## src/rtl/tableau_pkg.sv

```systemverilog
`default_nettype none
// +-----------------------------------------------------------------------+
// | tableau_pkg : Pauli literal encoding, command opcodes and FSM states.  |
// | Rev 1.0                                                                |
// +-----------------------------------------------------------------------+
package tableau_pkg;

   typedef logic [1:0] pauli_t;

   localparam pauli_t PAULI_I = 2'd0;
   localparam pauli_t PAULI_X = 2'd1;
   localparam pauli_t PAULI_Z = 2'd2;
   localparam pauli_t PAULI_Y = 2'd3;

   typedef enum logic [1:0] {
      OP_LOAD   = 2'd0,
      OP_ROTATE = 2'd1,
      OP_SWEEP  = 2'd2,
      OP_READ   = 2'd3
   } op_e;

   typedef enum logic [1:0] {
      ST_IDLE   = 2'd0,
      ST_ROTATE = 2'd1,
      ST_SWEEP  = 2'd2,
      ST_READ   = 2'd3
   } state_e;

endpackage
`default_nettype wire

```

## src/rtl/tableau_row.sv

```systemverilog
`default_nettype none
// +-----------------------------------------------------------------------+
// | tableau_row : one tableau row, literal shift/rotate register + phase.  |
// | Rev 1.0                                                                |
// +-----------------------------------------------------------------------+
module tableau_row
   import tableau_pkg::*;
#(
   parameter int NUM_QUBIT = 4
)
(
   input  logic                   clk,
   input  logic                   rst,
   input  logic                   shift_en,
   input  logic [2*NUM_QUBIT-1:0] shift_lits,
   input  logic                   shift_phase,
   input  logic                   rot_en,
   input  logic [1:0]             rot_in,
   input  logic                   tgl,
   output logic [2*NUM_QUBIT-1:0] lits,
   output logic                   phase
);

   always_ff @(posedge clk or posedge rst) begin
      if (rst) begin
         lits  <= {NUM_QUBIT{PAULI_I}};
         phase <= 1'b0;
      end else begin
         if (shift_en)
            lits <= shift_lits;
         else if (rot_en)
            lits <= {rot_in, lits[2*NUM_QUBIT-1:2]};

         // The toggle lands on whatever the row holds after a vertical shift.
         if (shift_en)
            phase <= shift_phase ^ tgl;
         else
            phase <= phase ^ tgl;
      end
   end

endmodule
`default_nettype wire

```

## src/rtl/tableau_register_array.sv

```systemverilog
`default_nettype none
// +-----------------------------------------------------------------------+
// | tableau_register_array : CHP stabilizer-tableau store with load, read, |
// | rotate and rotate-with-update sweeps. Option: TABLEAU_CIRCULAR_READ_EN |
// | Rev 1.0                                                                |
// +-----------------------------------------------------------------------+
module tableau_register_array
   import tableau_pkg::*;
#(
   parameter int NUM_QUBIT = 4,
   parameter int NUM_ROW   = 4,
   parameter int CNT_W     = $clog2(NUM_QUBIT + 1)
)
(
   input  logic                   clk,
   input  logic                   rst,
   input  logic                   cmd_valid,
   output logic                   cmd_ready,
   input  logic [1:0]             cmd_op,
   input  logic [CNT_W-1:0]       cmd_arg,
   input  logic [2*NUM_QUBIT-1:0] row_in,
   input  logic                   phase_in,
   output logic [2*NUM_ROW-1:0]   col_out,
   output logic                   col_valid,
   input  logic [2*NUM_ROW-1:0]   upd_col,
   input  logic                   upd_valid,
   input  logic [NUM_ROW-1:0]     tgl_mask,
   input  logic                   tgl_valid,
   output logic                   tgl_ready,
   output logic [2*NUM_QUBIT-1:0] row_out,
   output logic                   phase_out,
   output logic                   row_out_valid,
   output logic                   done
);

   state_e                 state, state_nxt;
   logic [CNT_W-1:0]       cnt, cnt_nxt;
   logic                   done_q, done_nxt;
   logic                   load_shift, read_shift, rot_en, use_upd;
   logic                   tgl_fire;
   logic [2*NUM_QUBIT-1:0] lits [NUM_ROW];
   logic [NUM_ROW-1:0]     phase;
   logic [2*NUM_QUBIT-1:0] fill_lits;
   logic                   fill_phase;

   always_ff @(posedge clk or posedge rst) begin
      if (rst) begin
         state  <= ST_IDLE;
         cnt    <= '0;
         done_q <= 1'b0;
      end else begin
         state  <= state_nxt;
         cnt    <= cnt_nxt;
         done_q <= done_nxt;
      end
   end

   always_comb begin
      state_nxt  = state;
      cnt_nxt    = cnt;
      done_nxt   = 1'b0;
      load_shift = 1'b0;
      read_shift = 1'b0;
      rot_en     = 1'b0;
      use_upd    = 1'b0;
      case (state)
         ST_IDLE: begin
            if (cmd_valid) begin
               case (cmd_op)
                  OP_LOAD: begin
                     load_shift = 1'b1;
                     done_nxt   = 1'b1;
                  end
                  OP_ROTATE: begin
                     if (cmd_arg == '0) begin
                        done_nxt = 1'b1;
                     end else begin
                        cnt_nxt   = cmd_arg;
                        state_nxt = ST_ROTATE;
                     end
                  end
                  OP_SWEEP: begin
                     cnt_nxt   = CNT_W'(NUM_QUBIT);
                     state_nxt = ST_SWEEP;
                  end
                  OP_READ: state_nxt = ST_READ;
                  default: ;
               endcase
            end
         end
         ST_ROTATE: begin
            rot_en  = 1'b1;
            cnt_nxt = cnt - CNT_W'(1);
            if (cnt == CNT_W'(1)) begin
               done_nxt  = 1'b1;
               state_nxt = ST_IDLE;
            end
         end
         ST_SWEEP: begin
            if (upd_valid) begin
               rot_en  = 1'b1;
               use_upd = 1'b1;
               cnt_nxt = cnt - CNT_W'(1);
               if (cnt == CNT_W'(1)) begin
                  done_nxt  = 1'b1;
                  state_nxt = ST_IDLE;
               end
            end
         end
         ST_READ: begin
            read_shift = 1'b1;
            state_nxt  = ST_IDLE;
         end
         default: state_nxt = ST_IDLE;
      endcase
   end

   assign cmd_ready     = (state == ST_IDLE);
   assign col_valid     = (state == ST_SWEEP);
   assign row_out_valid = (state == ST_READ);
   assign tgl_ready     = (state == ST_IDLE) || (state == ST_SWEEP);
   assign tgl_fire      = tgl_valid && tgl_ready;
   // The read beat is its own completion, so done is not delayed for it.
   assign done          = done_q || row_out_valid;
   assign row_out       = lits[NUM_ROW-1];
   assign phase_out     = phase[NUM_ROW-1];

`ifdef TABLEAU_CIRCULAR_READ_EN
   assign fill_lits  = lits[NUM_ROW-1];
   assign fill_phase = phase[NUM_ROW-1];
`else
   assign fill_lits  = {NUM_QUBIT{PAULI_I}};
   assign fill_phase = 1'b0;
`endif

   generate
      for (genvar i = 0; i < NUM_ROW; i++) begin : g_row
         logic [2*NUM_QUBIT-1:0] shift_lits;
         logic                   shift_phase;
         logic [1:0]             rot_in;

         if (i == 0) begin : g_head
            assign shift_lits  = load_shift ? row_in : fill_lits;
            assign shift_phase = load_shift ? phase_in : fill_phase;
         end else begin : g_body
            assign shift_lits  = lits[i-1];
            assign shift_phase = phase[i-1];
         end

         assign rot_in = use_upd ? upd_col[2*i +: 2] : lits[i][1:0];

         tableau_row #(
            .NUM_QUBIT (NUM_QUBIT)
         ) u_row (
            .clk         (clk),
            .rst         (rst),
            .shift_en    (load_shift || read_shift),
            .shift_lits  (shift_lits),
            .shift_phase (shift_phase),
            .rot_en      (rot_en),
            .rot_in      (rot_in),
            .tgl         (tgl_fire && tgl_mask[i]),
            .lits        (lits[i]),
            .phase       (phase[i])
         );

         assign col_out[2*i +: 2] = lits[i][1:0];
      end
   endgenerate

endmodule
`default_nettype wire

```

## config.mk

```make
export PLATFORM = sky130hd
export DESIGN_NAME = tableau_register_array
export DESIGN_NICKNAME = d
export VERILOG_FILES = /design/src/rtl/tableau_pkg.sv /design/src/rtl/tableau_row.sv /design/src/rtl/tableau_register_array.sv
export SDC_FILE = /design/constraint.sdc
export NUM_CORES = 1
export LEC_CHECK = 0
export ABC_AREA = 1
export CAP_MARGIN = 10
export CORE_UTILIZATION = 52
export DETAILED_ROUTE_END_ITERATION = 8
export GPL_ROUTABILITY_DRIVEN = 0
export PLACE_DENSITY = 0.83
export SKIP_LAST_GASP = 1
export SLEW_MARGIN = 10
export SYNTH_ARGS = -nofsm -noshare
export SYNTH_HDL_FRONTEND = slang
export SYNTH_SLANG_ARGS = --single-unit
```

## constraint.sdc

```tcl
create_clock -name clk -period 2.09 [get_ports clk]
set_input_delay 0.209 -clock clk [delete_from_list [all_inputs] [get_ports clk]]
set_output_delay 0.209 -clock clk [all_outputs]
set_load 0.01 [all_outputs]
```

-- After elaboration in Yosys (flattened, before gate mapping)
Index checks and enable logic that the tools add are counted.
- $lt $le $gt $ge: 0
- muxes and demuxes: 42
- shift operators: 0
- $add $sub $neg: 1
- divide/modulo/power cells: 0
- eq/ne operators: 12
- bitwise operators: 8
- reductions and logical operators: 15
- $mul: 0
- operators with widths (operator ; number):
    8-bit two-way mux ; 9
    2-bit two-way mux ; 8
    1-bit two-way mux ; 15
    3-bit two-way mux ; 3
    3-bit case mux with 3 select lines ; 1
    2-bit == test, second input constant ; 4
    2-bit case mux with 4 select lines ; 1
    1-bit bitwise XOR ; 8
    2-bit case mux with 3 select lines ; 1
    3-bit case mux with 2 select lines ; 1
    1-bit logical AND ; 5
    5-bit AND reduction ; 1
    2-bit by 1-bit == test with 1-bit output, second input constant ; 2
    2-bit zero test ; 2
    4-bit by 1-bit != test with 1-bit output, second input constant ; 1
    1-bit case mux with 2 select lines ; 2
    4-bit AND reduction ; 1
    3-bit by 1-bit == test with 1-bit output, second input constant ; 1
    3-bit zero test ; 1
    1-bit logical OR ; 3
    3-bit by 1-bit != test with 1-bit output, second input constant ; 1
    3-bit != test, second input constant ; 1
    1-bit case mux with 3 select lines ; 1
    3-bit nonzero test ; 1
    other kinds (4) ; 4
- ROM bits: 0
- memory bits (writable): 0
- input bits: 31
- logic and storage cells: 89
- output and inout port bits: 22
- register bits: 42
- latch bits: 0
- memories: 0

-- Logic depth before layout (Yosys ltp)
- depth after elaboration: 7
- mapped depth: 10
- gate-level depth less buffers: 10

-- Modules after synthesis
Synthesis repeated with hierarchy kept, for this count alone.
- cells, all modules: 391
- area total of the unflattened synthesis: 2602.5 um2
- by module, submodules not included (module ; cells an instance ; instances ; area an instance (um2)):
    tableau_row ; 62 ; 4 ; 446.7
    tableau_register_array ; 143 ; 1 ; 815.8

-- Worst setup path after synthesis
No wires, ideal clock.
- path type: register to register
- start point: register state[0]
- end point: register g_row[0].u_row.phase
- slack: 0.501 ns
- data required time: 1.972 ns
- period minus slack after synthesis: 1.589 ns
- path buffers: 1
- arrival: 1.470 ns
- setup time: 0.118 ns
- cell stages (with the launch flop): 11
- cells stage by stage: dfrtp_1 > inv_1 > ha_1 > nand3_2 > nand2_4 > inv_2 > buf_6 > nand2_2 > nand2_1 > nand2_1 > nand2_1
- cells in the longest elaborated chain, start to end: 6
- RTL lines (item ; RTL line ; source):
    start, declared ; tableau_register_array.sv:36 ; state_e state, state_nxt;
    start signal, assigned ; tableau_register_array.sv:52 ; state <= state_nxt;
    2-bit zero test (*) ; -- ;
    via cmd_ready ; tableau_register_array.sv:18 ; output logic cmd_ready,
    1-bit logical OR ; tableau_register_array.sv:121 ; assign tgl_ready = (state == ST_IDLE) || (state == ST_SWEEP);
    1-bit logical AND ; tableau_register_array.sv:122 ; assign tgl_fire = tgl_valid && tgl_ready;
    1-bit logical AND ; tableau_register_array.sv:162 ; .tgl (tgl_fire && tgl_mask[i]),
    1-bit bitwise XOR (on tied branches) ; tableau_row.sv:38, tableau_row.sv:36 ;
    1-bit two-way mux (*) ; tableau_row.sv:35 ; if (shift_en)
    end signal, assigned ; tableau_row.sv:36 ; phase <= shift_phase ^ tgl;
    end signal, assigned ; tableau_row.sv:38 ; phase <= phase ^ tgl;
    end, declared ; tableau_row.sv:21 ; output logic phase
The timed path passes the listed nets; every way through them passes the cells marked *.
A chain may end at the register's enable or synchronous reset.

-- Final worst setup path
- start point: register state[0]
- end point: output port done
- cells in the longest elaborated chain, start to end: 2
- RTL lines (item ; RTL line ; source):
    2-bit == test ; tableau_register_array.sv:120 ; assign row_out_valid = (state == ST_READ);
    1-bit logical OR ; tableau_register_array.sv:124 ; assign done = done_q || row_out_valid;
    end, declared ; tableau_register_array.sv:33 ; output logic done
Every way passes these cells.

==> metrics.cfg <==
[hold_path]
hold_class=primary input to asynchronous set/reset pin

[floorplanning]
dieArea_sq_um=5495
initial_utilization_pct=55.79
row_count=25
die_h_um=74.13
core_area_sq_um=4848
chipWidth_um=74.13
pin_count=53

[detailed_routing]
drt_wl_total_mm=5.856
drt-wirelength-per-cell_um=12.12
drc=0
vias=2376
detail_route.iter0.violations=130
final_antenna_net_count=0
viasPerCell=4.919
firstDrtPassIters=4

[setup_path]
worstPathRequired_ns=1.88
critPathBufInv=1
cp_cell_sequence=ha_1 > or2_2 > clkdlybuf4s50_1
path_max_fanout=4
cp_slowest_cell=clkdlybuf4s50_1
cp-start-kind=flop
critPathCaptureType=primary output
crit_type=flop to primary output
cpPeakStageDelay_ns=0.48
worst_ep_arrival_time_ns=1.80
crit_family=buffers and inverters

[cts]
h-tree-depth=2
post-cts-setup-buffers=0
cts_buffer_depth=2
ctsRootBufferMaster=clkbuf_8
clkSinkCount=42
clk_latency_ns=0.30
clk_pin_slew_ns=0.08
cts_tree=built
cts_buffers=5
cts_hold_buf=0

[run_status]
status=completed

[global_route]
grt_max_degree=43
grt_use_total_pct=23.42
gr-total-overflow=0
antenna_found_initial=0
first_global_vias=2287
grt_pass1_wl_mm=9.894

[timing]
maxSlewHeadroom_pct=64.25
period_share_pct=96.10
tightest_slew_ns=0.5362
fin_skew_ns=0.008101
slew_viol_final=0
setup_tns_ns=0
clock.fmax_mhz=497.9
period_needed_ns=2.008
finalSetupViolations=0
hold_violations=0
grt_setup_unrepaired=no

[placement]
dp_hpwl_mm=4.245
place_area_sq_um=3197
io_buffer_count=52

[cells_and_area]
antennaDiodeCount=0
drive_above_1_share_pct=9.375
final_net_count=458
area_delta_synth_final_pct=22.06
final_area_sq_um=3302
fillers=432

[power]
power.density_nw_per_um2=1284
power_leakage_nw=1.656
ir_worst_vdd_mv=0.7830

[yosys]
synth_edf_count=0
synth_cells=370
synth_seq_area_share_pct=38.85
async_flop_share_pct=100.0
syn_area_sq_um=2705
ys.flop_type=dfrtp_1
synth_cell_types=32
synthesis.nets=413
synth.ff_latch_count=42
syn_area_per_cell_sq_um=7.311
ys_warn_count=0

[job]
cap_violations=0

-- cell families (layout without fill, tap and decap cells) --
family,Yosys count,in the layout,share of synthesized area [%]
AND/OR/NAND/NOR,207,207,32.19
AO/OA/AOI/OAI,41,41,10.18
flip-flops,42,42,38.85
adder cells (fa/ha/maj),12,12,5.550
buffers and inverters,67,113,12.90
XOR/XNOR,1,1,0.3238
-- per-stage QoR --
step           util [%]  hold WS (ns)  cells  setup slack [ns]  total power, W
3_3_place_gp      65.94        0.4629    475            0.2198        0.003613
6_report          68.10        0.3368    483           0.08155        0.004239
2_1_floorplan         -        0.3528    370            0.5012        0.003145
3_5_place_dp      65.94        0.4647    475            0.1791        0.003695
4_1_cts           67.85        0.3533    483           0.06459        0.004243
5_1_grt           68.10        0.4282    483           0.03277        0.004627
-- flip-flops by register name, indices dropped and copies added (netlist names) --
| name | cells |
|---|---|
| done_q | 1 |
| cnt | 3 |
| g_row.u_row.phase | 4 |
| state | 2 |
| g_row.u_row.lits | 32 |
-- synthesized netlist by cell type, types with 3 or more instances --
master | instances | area share [%]
o21ai_0 | 22 | 4.1
nand4_1 | 5 | 1.2
nand2_1 | 160 | 22
or2_0 | 3 | 0.69
nand3_1 | 17 | 3.1
dfrtp_1 | 42 | 39
o21ai_2 | 11 | 3.6
ha_1 | 12 | 5.6
buf_2 | 3 | 0.55
buf_4 | 11 | 3.1
nor2_1 | 12 | 1.7
buf_6 | 3 | 1.2
o2bb2ai_1 | 4 | 1.3
inv_1 | 44 | 6.1
-- per-layer routing --
layer / track usage (%) / part of all wire [%] / vias to the layer above
met1: 28.53 / 44 / 1084
met5: 0 / 0 / -
li1: - / - / 1222
met3: 2.981 / 4.8 / 7
met4: 7.479 / 1.1 / 0
met2: 42.83 / 51 / 63
-- final cells by class --
cell class | count | area (sq um) | share of cell area, %
tap | 67 | 83.83 | 2.539
clock inverter | 3 | 21.27 | 0.6442
timing repair buffer | 58 | 578.1 | 17.51
inverter | 47 | 178.9 | 5.419
multi-input combinational | 261 | 1320 | 39.98
sequential | 42 | 1051 | 31.83
clock buffer | 5 | 68.82 | 2.084
-- cell usage in the layout (no fill, tap or decap), types with 2 or more instances in the layout --
cell / netlist / layout
o2bb2ai_1: 4 / 4
ha_1: 12 / 10
clkbuf_8: 0 / 5
or2_2: 2 / 2
a21oi_1: 2 / 2
nor2_1: 12 / 12
nand2_2: 2 / 2
o21ai_0: 22 / 22
clkdlybuf4s50_1: 0 / 52
nand4_1: 5 / 5
dfrtp_1: 42 / 42
nand3_1: 17 / 17
inv_2: 1 / 2
nand2_1: 160 / 160
inv_1: 44 / 43
buf_4: 11 / 5
o21ai_2: 11 / 11
or2_0: 3 / 3
-- path summary, 6_finish.rpt --
kind | start | end | slack [ns] | depth (start not counted)
setup / recovery | state[0]$_DFFE_PP0P_ | done | 0.08 | 3
hold / removal | rst | g_row[3].u_row.phase$_DFF_PP0_ | 0.34 | 3
setup reg to reg | state[1]$_DFFE_PP0P_ | g_row[1].u_row.lits[7]$_DFFE_PP0P_ | 0.24 | 8
hold reg to reg | cnt[1]$_DFFE_PP0P_ | cnt[1]$_DFFE_PP0P_ | 0.49 | 2
max in group asynchronous | rst | g_row[0].u_row.lits[1]$_DFFE_PP0P_ | 1.38 | 3
min in group clk | cnt[1]$_DFFE_PP0P_ | cnt[1]$_DFFE_PP0P_ | 0.49 | 2
-- where the power goes --
group | switching (W) | internal, W | leakage [nW]
registers | 0.000226 | 0.00114 | 0.548
clock network | 0.000296 | 0.000235 | 0.0441
logic | 0.00137 | 0.000975 | 1.06
total | 0.00189 | 0.00235 | 1.66
-- worst register-to-register path, stage by stage, from the launching register on --
cell and delay, ns:
dfrtp_1 0.41, inv_1 0.12, ha_1 0.34, inv_1 0.11, a21oi_4 0.25, inv_4 0.09, nand2_8 0.23, nand3_1 0.15
nand2_1 0.09
-- timing repair --
item                                   4_1_cts  5_1_grt
endpoints found under the hold margin        0        0
setup endpoints to repair                    1        1
resized for setup                            1        3
Power figures use the tool's default switching activity.
